<file path="src/rtl/hazard_pkg.sv">
// Shared encodings for the hazard scheduler: forwarding selects, mul/div FSM states,
// and a helper that computes one operand's forwarding select.
package hazard_pkg;

  localparam logic [1:0] FWD_RF = 2'b00;
  localparam logic [1:0] FWD_W  = 2'b01;
  localparam logic [1:0] FWD_M  = 2'b10;

  localparam logic RESULTSRC_LOAD = 1'b1;

  typedef enum logic [1:0] {
    IDLE,
    RUN,
    DONE
  } md_state_t;

  // M outranks W because it holds the younger write to the same register.
  function automatic logic [1:0] fwd_sel(input logic       reg_write_m,
                                         input logic [4:0] rd_m,
                                         input logic       reg_write_w,
                                         input logic [4:0] rd_w,
                                         input logic [4:0] rs);
    if (reg_write_m && (rd_m != 5'd0) && (rd_m == rs)) begin
      return FWD_M;
    end else if (reg_write_w && (rd_w != 5'd0) && (rd_w == rs)) begin
      return FWD_W;
    end
    return FWD_RF;
  endfunction

endpackage

</file>
<file path="src/rtl/hazard_sched_unit_if.sv">
// Hazard scheduler signal bundle: pipeline register fields in, stall/flush/forward/mul-div
// controls out. The slave side is the hazard unit itself.
interface hazard_sched_unit_if;
  logic [4:0] Rs1D, Rs2D, Rs1E, Rs2E, RdE, RdM, RdW;
  logic       RegWriteM, RegWriteW, ResultSrcE0, PCSrcE, MdReqE;
  logic [1:0] ForwardAE, ForwardBE;
  logic       StallF, StallD, StallE, FlushD, FlushE, FlushM;
  logic       MdStart, MdBusy, MdResultSelE;

  modport master (
    output Rs1D, Rs2D, Rs1E, Rs2E, RdE, RdM, RdW,
    output RegWriteM, RegWriteW, ResultSrcE0, PCSrcE, MdReqE,
    input  ForwardAE, ForwardBE, StallF, StallD, StallE, FlushD, FlushE, FlushM,
    input  MdStart, MdBusy, MdResultSelE
  );

  modport slave (
    input  Rs1D, Rs2D, Rs1E, Rs2E, RdE, RdM, RdW,
    input  RegWriteM, RegWriteW, ResultSrcE0, PCSrcE, MdReqE,
    output ForwardAE, ForwardBE, StallF, StallD, StallE, FlushD, FlushE, FlushM,
    output MdStart, MdBusy, MdResultSelE
  );
endinterface

</file>
<file path="src/rtl/md_sequencer.sv">
// Mul/div sequencer: pulses start, stalls the pipe for MD_LATENCY cycles (issue cycle
// included), then spends one DONE cycle steering the result onto the E bus.
module md_sequencer
  import hazard_pkg::*;
#(
  parameter int unsigned MD_LATENCY = 32,
  localparam int unsigned CNT_W     = $clog2(MD_LATENCY)
) (
  input  logic clk,
  input  logic rst_n,
  input  logic md_req,
  output logic md_start,
  output logic md_stall,
  output logic md_result_sel
);

  localparam logic [CNT_W-1:0] CntLoad = CNT_W'(MD_LATENCY - 2);

  md_state_t        state_q, state_d;
  logic [CNT_W-1:0] cnt_q, cnt_d;

  always_ff @(posedge clk or negedge rst_n) begin
    if (!rst_n) begin
      state_q <= IDLE;
      cnt_q   <= '0;
    end else begin
      state_q <= state_d;
      cnt_q   <= cnt_d;
    end
  end

  always_comb begin
    state_d       = state_q;
    cnt_d         = cnt_q;
    md_start      = 1'b0;
    md_stall      = 1'b0;
    md_result_sel = 1'b0;
    unique case (state_q)
      IDLE: begin
        if (md_req) begin
          md_start = 1'b1;
          md_stall = 1'b1;
          cnt_d    = CntLoad;
          state_d  = RUN;
        end
      end
      RUN: begin
        md_stall = 1'b1;
        if (cnt_q == '0) begin
          state_d = DONE;
        end else begin
          cnt_d = cnt_q - CNT_W'(1);
        end
      end
      // md_req is deliberately ignored so the finishing op is not re-issued.
      DONE: begin
        md_result_sel = 1'b1;
        state_d       = IDLE;
      end
      default: state_d = IDLE;
    endcase
  end

endmodule

</file>
<file path="src/rtl/hazard_sched_unit.sv">
// Pipeline hazard controller: operand forwarding, load-use stall, branch flush, and
// mul/div pipeline hold via md_sequencer.
module hazard_sched_unit
  import hazard_pkg::*;
#(
  parameter int unsigned MD_LATENCY = 32
) (
  input  logic         clk,
  input  logic         rst_n,
  hazard_sched_unit_if.slave hz
);

  logic active_q;
  logic lw_stall, md_stall, md_req;

  // Holds every output low through reset and the first cycle after release.
  always_ff @(posedge clk or negedge rst_n) begin
    if (!rst_n) begin
      active_q <= 1'b0;
    end else begin
      active_q <= 1'b1;
    end
  end

  assign md_req = active_q & hz.MdReqE;

  md_sequencer #(
    .MD_LATENCY(MD_LATENCY)
  ) u_md_sequencer (
    .clk          (clk),
    .rst_n        (rst_n),
    .md_req       (md_req),
    .md_start     (hz.MdStart),
    .md_stall     (md_stall),
    .md_result_sel(hz.MdResultSelE)
  );

  assign lw_stall = active_q & (hz.ResultSrcE0 == RESULTSRC_LOAD) & (hz.RdE != 5'd0) &
                    ((hz.RdE == hz.Rs1D) | (hz.RdE == hz.Rs2D));

  assign hz.ForwardAE = active_q ? fwd_sel(hz.RegWriteM, hz.RdM, hz.RegWriteW, hz.RdW, hz.Rs1E)
                                 : FWD_RF;
  assign hz.ForwardBE = active_q ? fwd_sel(hz.RegWriteM, hz.RdM, hz.RegWriteW, hz.RdW, hz.Rs2E)
                                 : FWD_RF;

  assign hz.MdBusy = md_stall;
  assign hz.StallF = lw_stall | md_stall;
  assign hz.StallD = lw_stall | md_stall;
  assign hz.StallE = md_stall;
  // Bubbling M while E is held keeps W from writing the mul/div result twice.
  assign hz.FlushM = md_stall;
  assign hz.FlushD = active_q & hz.PCSrcE;
  assign hz.FlushE = (lw_stall | (active_q & hz.PCSrcE)) & ~md_stall;

endmodule

</file>
<file path="src/flat_wrapper.sv">
// flat-port wrapper written by rule: the top's interface ports become plain ports
module hazard_sched_unit_flat import hazard_pkg::*;
#(
  parameter int unsigned MD_LATENCY = 32
)
  (clk, rst_n, hz_Rs1D, hz_Rs2D, hz_Rs1E, hz_Rs2E, hz_RdE, hz_RdM, hz_RdW, hz_RegWriteM, hz_RegWriteW, hz_ResultSrcE0, hz_PCSrcE, hz_MdReqE, hz_ForwardAE, hz_ForwardBE, hz_StallF, hz_StallD, hz_StallE, hz_FlushD, hz_FlushE, hz_FlushM, hz_MdStart, hz_MdBusy, hz_MdResultSelE);
  hazard_sched_unit_if hz_i ();
  input  logic clk;
  input  logic rst_n;
  input wire logic [$bits(hz_i.Rs1D)-1:0] hz_Rs1D;
  input wire logic [$bits(hz_i.Rs2D)-1:0] hz_Rs2D;
  input wire logic [$bits(hz_i.Rs1E)-1:0] hz_Rs1E;
  input wire logic [$bits(hz_i.Rs2E)-1:0] hz_Rs2E;
  input wire logic [$bits(hz_i.RdE)-1:0] hz_RdE;
  input wire logic [$bits(hz_i.RdM)-1:0] hz_RdM;
  input wire logic [$bits(hz_i.RdW)-1:0] hz_RdW;
  input wire logic [$bits(hz_i.RegWriteM)-1:0] hz_RegWriteM;
  input wire logic [$bits(hz_i.RegWriteW)-1:0] hz_RegWriteW;
  input wire logic [$bits(hz_i.ResultSrcE0)-1:0] hz_ResultSrcE0;
  input wire logic [$bits(hz_i.PCSrcE)-1:0] hz_PCSrcE;
  input wire logic [$bits(hz_i.MdReqE)-1:0] hz_MdReqE;
  output wire logic [$bits(hz_i.ForwardAE)-1:0] hz_ForwardAE;
  output wire logic [$bits(hz_i.ForwardBE)-1:0] hz_ForwardBE;
  output wire logic [$bits(hz_i.StallF)-1:0] hz_StallF;
  output wire logic [$bits(hz_i.StallD)-1:0] hz_StallD;
  output wire logic [$bits(hz_i.StallE)-1:0] hz_StallE;
  output wire logic [$bits(hz_i.FlushD)-1:0] hz_FlushD;
  output wire logic [$bits(hz_i.FlushE)-1:0] hz_FlushE;
  output wire logic [$bits(hz_i.FlushM)-1:0] hz_FlushM;
  output wire logic [$bits(hz_i.MdStart)-1:0] hz_MdStart;
  output wire logic [$bits(hz_i.MdBusy)-1:0] hz_MdBusy;
  output wire logic [$bits(hz_i.MdResultSelE)-1:0] hz_MdResultSelE;
  assign hz_i.Rs1D = hz_Rs1D;
  assign hz_i.Rs2D = hz_Rs2D;
  assign hz_i.Rs1E = hz_Rs1E;
  assign hz_i.Rs2E = hz_Rs2E;
  assign hz_i.RdE = hz_RdE;
  assign hz_i.RdM = hz_RdM;
  assign hz_i.RdW = hz_RdW;
  assign hz_i.RegWriteM = hz_RegWriteM;
  assign hz_i.RegWriteW = hz_RegWriteW;
  assign hz_i.ResultSrcE0 = hz_ResultSrcE0;
  assign hz_i.PCSrcE = hz_PCSrcE;
  assign hz_i.MdReqE = hz_MdReqE;
  assign hz_ForwardAE = hz_i.ForwardAE;
  assign hz_ForwardBE = hz_i.ForwardBE;
  assign hz_StallF = hz_i.StallF;
  assign hz_StallD = hz_i.StallD;
  assign hz_StallE = hz_i.StallE;
  assign hz_FlushD = hz_i.FlushD;
  assign hz_FlushE = hz_i.FlushE;
  assign hz_FlushM = hz_i.FlushM;
  assign hz_MdStart = hz_i.MdStart;
  assign hz_MdBusy = hz_i.MdBusy;
  assign hz_MdResultSelE = hz_i.MdResultSelE;
  hazard_sched_unit #(.MD_LATENCY(MD_LATENCY)) u_core (.clk(clk), .rst_n(rst_n), .hz(hz_i));
endmodule
</file>
<file path="config.mk">
export PLATFORM = sky130hd
export DESIGN_NAME = hazard_sched_unit_flat
export DESIGN_NICKNAME = d
export VERILOG_FILES = /design/src/rtl/hazard_pkg.sv /design/src/rtl/hazard_sched_unit_if.sv /design/src/rtl/md_sequencer.sv /design/src/rtl/hazard_sched_unit.sv /design/src/flat_wrapper.sv
export SDC_FILE = /design/constraint.sdc
export NUM_CORES = 1
export LEC_CHECK = 0
export CAP_MARGIN = 10
export CORE_ASPECT_RATIO = 0.9
export CORE_MARGIN = 10
export CORE_UTILIZATION = 32
export CTS_BUF_LIST = sky130_fd_sc_hd__clkbuf_16
export DETAILED_ROUTE_END_ITERATION = 8
export PLACE_DENSITY = 0.8
export SLEW_MARGIN = 0
export SYNTH_ARGS = -nofsm -noshare
export SYNTH_HDL_FRONTEND = slang
export SYNTH_SLANG_ARGS = --single-unit
</file>
<file path="constraint.sdc">
create_clock -name clk -period 1.67 [get_ports clk]
set_clock_uncertainty 0.2 [all_clocks]
set_input_delay 0.2505 -clock clk [delete_from_list [all_inputs] [get_ports clk]]
set_output_delay 0.2505 -clock clk [all_outputs]
set_load 0.02 [all_outputs]
</file>
# ---- Word-level counts from Yosys, hierarchy flattened
# Cells that the tools add are included.
dict set report word_totals {
  inputBits 42
  regBits 8
  output_inout_bits 13
}
dict set report classes {
  add_sub_neg 1
  reduce_logical 14
  mux 22
  bitwise 10
  n_eq_ne 11
}
# operator n
set op_table {}
lappend op_table {{5-bit == test} 6}
lappend op_table {{2-bit 2-to-1 mux} 10}
lappend op_table {{5-bit nonzero test} 3}
lappend op_table {{5-bit 2-to-1 mux} 2}
lappend op_table {{5-bit one-hot mux with 2 select lines} 1}
lappend op_table {{1-bit 2-to-1 mux} 7}
lappend op_table {{1-bit AND} 6}
lappend op_table {{1-bit logical AND} 6}
lappend op_table {{5-bit zero test} 1}
lappend op_table {{5-bit by 1-bit subtractor with 5-bit output (second input constant)} 1}
lappend op_table {{2-bit != test (second input constant)} 2}
lappend op_table {{2-bit one-hot mux with 2 select lines} 1}
lappend op_table {{1-bit OR} 3}
lappend op_table {{3-bit AND reduction} 1}
lappend op_table {{2-bit by 1-bit == test with 1-bit output (second input constant)} 1}
lappend op_table {{2-bit == test (second input constant)} 1}
lappend op_table {{2-bit zero test} 1}
lappend op_table {{2-bit by 1-bit != test with 1-bit output (second input constant)} 1}
lappend op_table {{1-bit one-hot mux with 2 select lines} 1}
lappend op_table {{2-bit AND reduction} 1}
lappend op_table {{2-bit nonzero test} 1}
lappend op_table {{1-bit NOT} 1}

# ---- Longest topological paths before layout
dict set report logic_depth {
  word_depth 7
  ltp_mapped 6
}

# ---- By module
# From an unflattened synthesis, not the netlist that was laid out.
dict set report unflattened {
  hier_cells 104
  area_unflattened_um2 868.3
}
# module cells_each seq_area_each_um2 n_inst area_each_um2
set by_module_without_submodules {}
lappend by_module_without_submodules {hazard_sched_unit 65 25.0 1 499.2}
lappend by_module_without_submodules {md_sequencer 39 175.2 1 369.1}

# ---- Worst setup path after synthesis
# OpenSTA, ideal clock, no wires.
dict set report synth_timing {
  kind {input-to-output}
  from {in hz_RdM[1]}
  to {out hz_ForwardBE[0]}
  arrival_ps 1491
  stages 4
  path_buffers 0
  slack_ps -271
  cell_sequence {or4_4 -> o21ai_2 -> nor4_1 -> nor4_2}
}
dict set report synth_between {
  elab_chain_cells 6
}
# item line
set synth_rtl {}
lappend synth_rtl {{start, declared} flat_wrapper.sv:15} ;# input wire logic [$bits(hz_i.RdM)-1:0] hz_RdM;
lappend synth_rtl {{5-bit nonzero test} hazard_pkg.sv:23} ;# if (reg_write_m && (rd_m != 5'd0) && (rd_m == rs)) begin
lappend synth_rtl {{1-bit logical AND} hazard_pkg.sv:23}
lappend synth_rtl {{1-bit logical AND *} hazard_pkg.sv:23}
lappend synth_rtl {{2-bit 2-to-1 mux or 1-bit 2-to-1 mux (tied branches)} hazard_pkg.sv:23}
lappend synth_rtl {{2-bit 2-to-1 mux *} hazard_pkg.sv:28} ;# return FWD_RF;
lappend synth_rtl {{2-bit 2-to-1 mux *} hazard_sched_unit.sv:43} ;# assign hz.ForwardBE = active_q ? fwd_sel(hz.RegWriteM, hz.RdM, hz.RegWriteW, hz.RdW, hz.Rs2E)
lappend synth_rtl {{end, declared} flat_wrapper.sv:23} ;# output wire logic [$bits(hz_i.ForwardBE)-1:0] hz_ForwardBE;
# Mark *: on every way between the ends. The rest lies on a longest branch, timed or not.

# ---- Worst setup path after layout
dict set report layout_timing {
  from {reg u_core.active_q}
  to {out hz_ForwardBE[0]}
}
dict set report layout_between {
  elab_chain_cells 1
}
# item line
set layout_rtl {}
lappend layout_rtl {{start, declared} hazard_sched_unit.sv:13} ;# logic active_q;
lappend layout_rtl {{start signal, assigned} hazard_sched_unit.sv:19} ;# active_q <= 1'b0;
lappend layout_rtl {{start signal, assigned} hazard_sched_unit.sv:21} ;# active_q <= 1'b1;
lappend layout_rtl {{2-bit 2-to-1 mux} hazard_sched_unit.sv:43}
# No other way between the ends.

==> run metrics <==
maximum vdd drop=roughly 0.0012 V; largest net degree at the start of global routing=9; Routed Antenna Nets=0; drt pass-1 iters=4; crit-path cells=o211ai_1 -> or4_4 -> nor4_4 -> buf_4; vias in the first global route=roughly 1300; Routed Wire Length=3990 um; via count=1090; Die H=68.4 um; syn avg cell area=between 8 and 9 um2; Worst Slack Setup Final=-0.372 ns; max cap viols=0; data arrival time of the worst path=between 1.5 and 2 ns; fin crit share=1.22; Synthesized Nets=around 140; max-slew violations=0; Reg clk slew, reported paths=approximately 0.04 ns; global-route wire length before repair=6080 um; Peak Freq=slightly below 500 MHz; critical path required time=about 1.2 ns; Inserted Diodes=0; commonest cells after routing, fill and taps aside=buf_4, xor2_1, buf_6, dlygate4sd2_1; Post-synth EDFFs=0; P&R area growth vs syn=127%; Hold Crit Class=input port to asynchronous set/reset pin; Final GP Congestion=~0.88; dpl hpwl=3020 um; Final Hold Fails=0; CP Launch Type=flop; Clock Path Buffers=2; clk_lat worst skew=approximately 0.23 ns; total gr overflow=0; Yosys warnings=0; Crit-path slowest cell=or4_4; Final setup violation count=17; post-place setup slack=-1.19 ns; clock root cell=clkbuf_16; commonest non-fill, non-tap cell in the layout=buf_4; Lkg Pwr=0.872 nW; Post-Synthesis Cells=98; critical path type=flop to output pin; RSZ-0062 raised after global routing=true; CTS tree=done; H-tree Lvls=1; total core area=2470 um2; Residual DRC=0; placement row count=17; clock sinks=8; failing checks=setup timing; DIE AREA=~5000 um2; ys async rst share=1.00; hold_buf cts=0; Tmin final=around 2.0 ns; Distinct cells, synth=32; DRT iter0 DRCs=20; routed length per instance=between 15 and 20 um; Top Ports=55; Finished Cell Area=between 1500 and 2000 um2; Netlist Area Pre-Place=~830 um2; initial antenna violation count=0; DR vias/cell=between 4 and 5; placed instance area=about 1700 um2; Nets=242; port bufs=54; CTS Buf Count=3; PD cells=around 970 nW/um2; share of cells above drive strength 1=0.543; CP peak stage delay=0.45 ns; starting density of the core=0.337; worst-path fanout max=2; sequential share of the synthesized area=0.241; outcome=complete, but fails checks; Worst Setup End Kind=output pin; ys flop type=dfrtp_1; power after layout=0.00184 W; Die W=~74 um; #FFs+latches synth=8; Total GRT Usage=0.158
==> cell usage after synthesis, drive strengths merged, types with 2 or more instances <==
master | number | area [um2]
dfrtp | 8 | 200
o21ai | 5 | 28.8
nor2b | 2 | 12.5
or4 | 3 | 26.3
and2 | 3 | 20.0
buf | 3 | 22.5
nand3 | 6 | 30.0
nor3 | 6 | 30.0
xnor2 | 8 | 70.1
inv | 4 | 15.0
xor2 | 23 | 201
nor2 | 5 | 18.8
nand2 | 5 | 18.8
nor4 | 3 | 25.0
==> sequential cells by signal (all words and copies together) (netlist names) <==
signal and flops:
u_core.u_md_sequencer.cnt_q 5, u_core.active_q 1, u_core.u_md_sequencer.state_q 2
==> timing repair <==
action / in CTS / in global routing
endpoints found under the hold margin: 0 / 0
pin swaps: 33 / 12
endpoints found under the setup margin: 17 / 17
buffers inserted: 8 / 6
gates resized for setup: 159 / 25
==> critical path: cells and delay by family, from the launching register on <==
family | cells | cell delay [ns]
buffers and inverters | 1 | 0.18
flip-flops | 1 | 0.34
AND/OR/NAND/NOR | 2 | 0.72
AO/OA/AOI/OAI | 1 | 0.11
==> area by class of cell <==
type,instances,area (um2)
Clock buffer,3,75.1
Tap cell,28,35.0
Timing Repair Buffer,99,811
Inverter,4,17.5
Sequential cell,8,200
Fill cell,172,577
Multi-Input combinational cell,83,752
==> where the power goes <==
group	switching, W	internal [W]	leakage, nW
Combinational	0.000524	0.000595	0.744
Sequential	0.0000462	0.000269	0.0915
Clock	0.0000961	0.000309	0.0370
==> metrics by stage <==
step	cells	utilization	TNS [ns]	hold slack [ns]
finish	225	0.766	-3.09	0.101
global route	225	0.766	-3.90	0.122
CTS	219	0.734	-2.16	0.107
detailed placement	208	0.674	-10.14	0.297
global placement	208	0.674	-9.42	0.283
floorplan	98	-	-0.342	-0.245
==> per-layer routing <==
metal | wire length (um) | GRT usage
met1 | 1510 | 0.144
met2 | 2220 | 0.328
met3 | 200 | 0.0419
met4 | 60 | 0.0488
met5 | 0 | 0
==> worst paths after layout <==
kind,cells past startpoint,end,slack [ns],start
max,4,hz_ForwardBE[0],-0.37,u_core.active_q$_DFF_PN0_
min reg2reg,2,u_core.u_md_sequencer.cnt_q[4]$_DFFE_PN0P_,0.33,u_core.u_md_sequencer.cnt_q[4]$_DFFE_PN0P_
max reg2reg,6,u_core.u_md_sequencer.cnt_q[1]$_DFFE_PN0P_,-0.15,u_core.u_md_sequencer.cnt_q[0]$_DFFE_PN0P_
min,1,u_core.u_md_sequencer.cnt_q[3]$_DFFE_PN0P_,0.10,rst_n
max in group asynchronous,1,u_core.active_q$_DFF_PN0_,0.91,rst_n
min in group clk,2,u_core.u_md_sequencer.cnt_q[4]$_DFFE_PN0P_,0.33,u_core.u_md_sequencer.cnt_q[4]$_DFFE_PN0P_
==> cell families after synthesis <==
| group | Yosys count | share of synthesized area |
|---|---|---|
| AOI/OAI and AO/OA | 12 | 0.0978 |
| buffers and inverters | 7 | 0.0451 |
| DFF | 8 | 0.241 |
| and+or+nand+nor | 38 | 0.271 |
| xor gates and xnor gates | 31 | 0.326 |
| adders and majority gates | 1 | 0.0150 |
| other | 1 | 0.00451 |
Note: power is estimated with default switching activity, not from simulation.
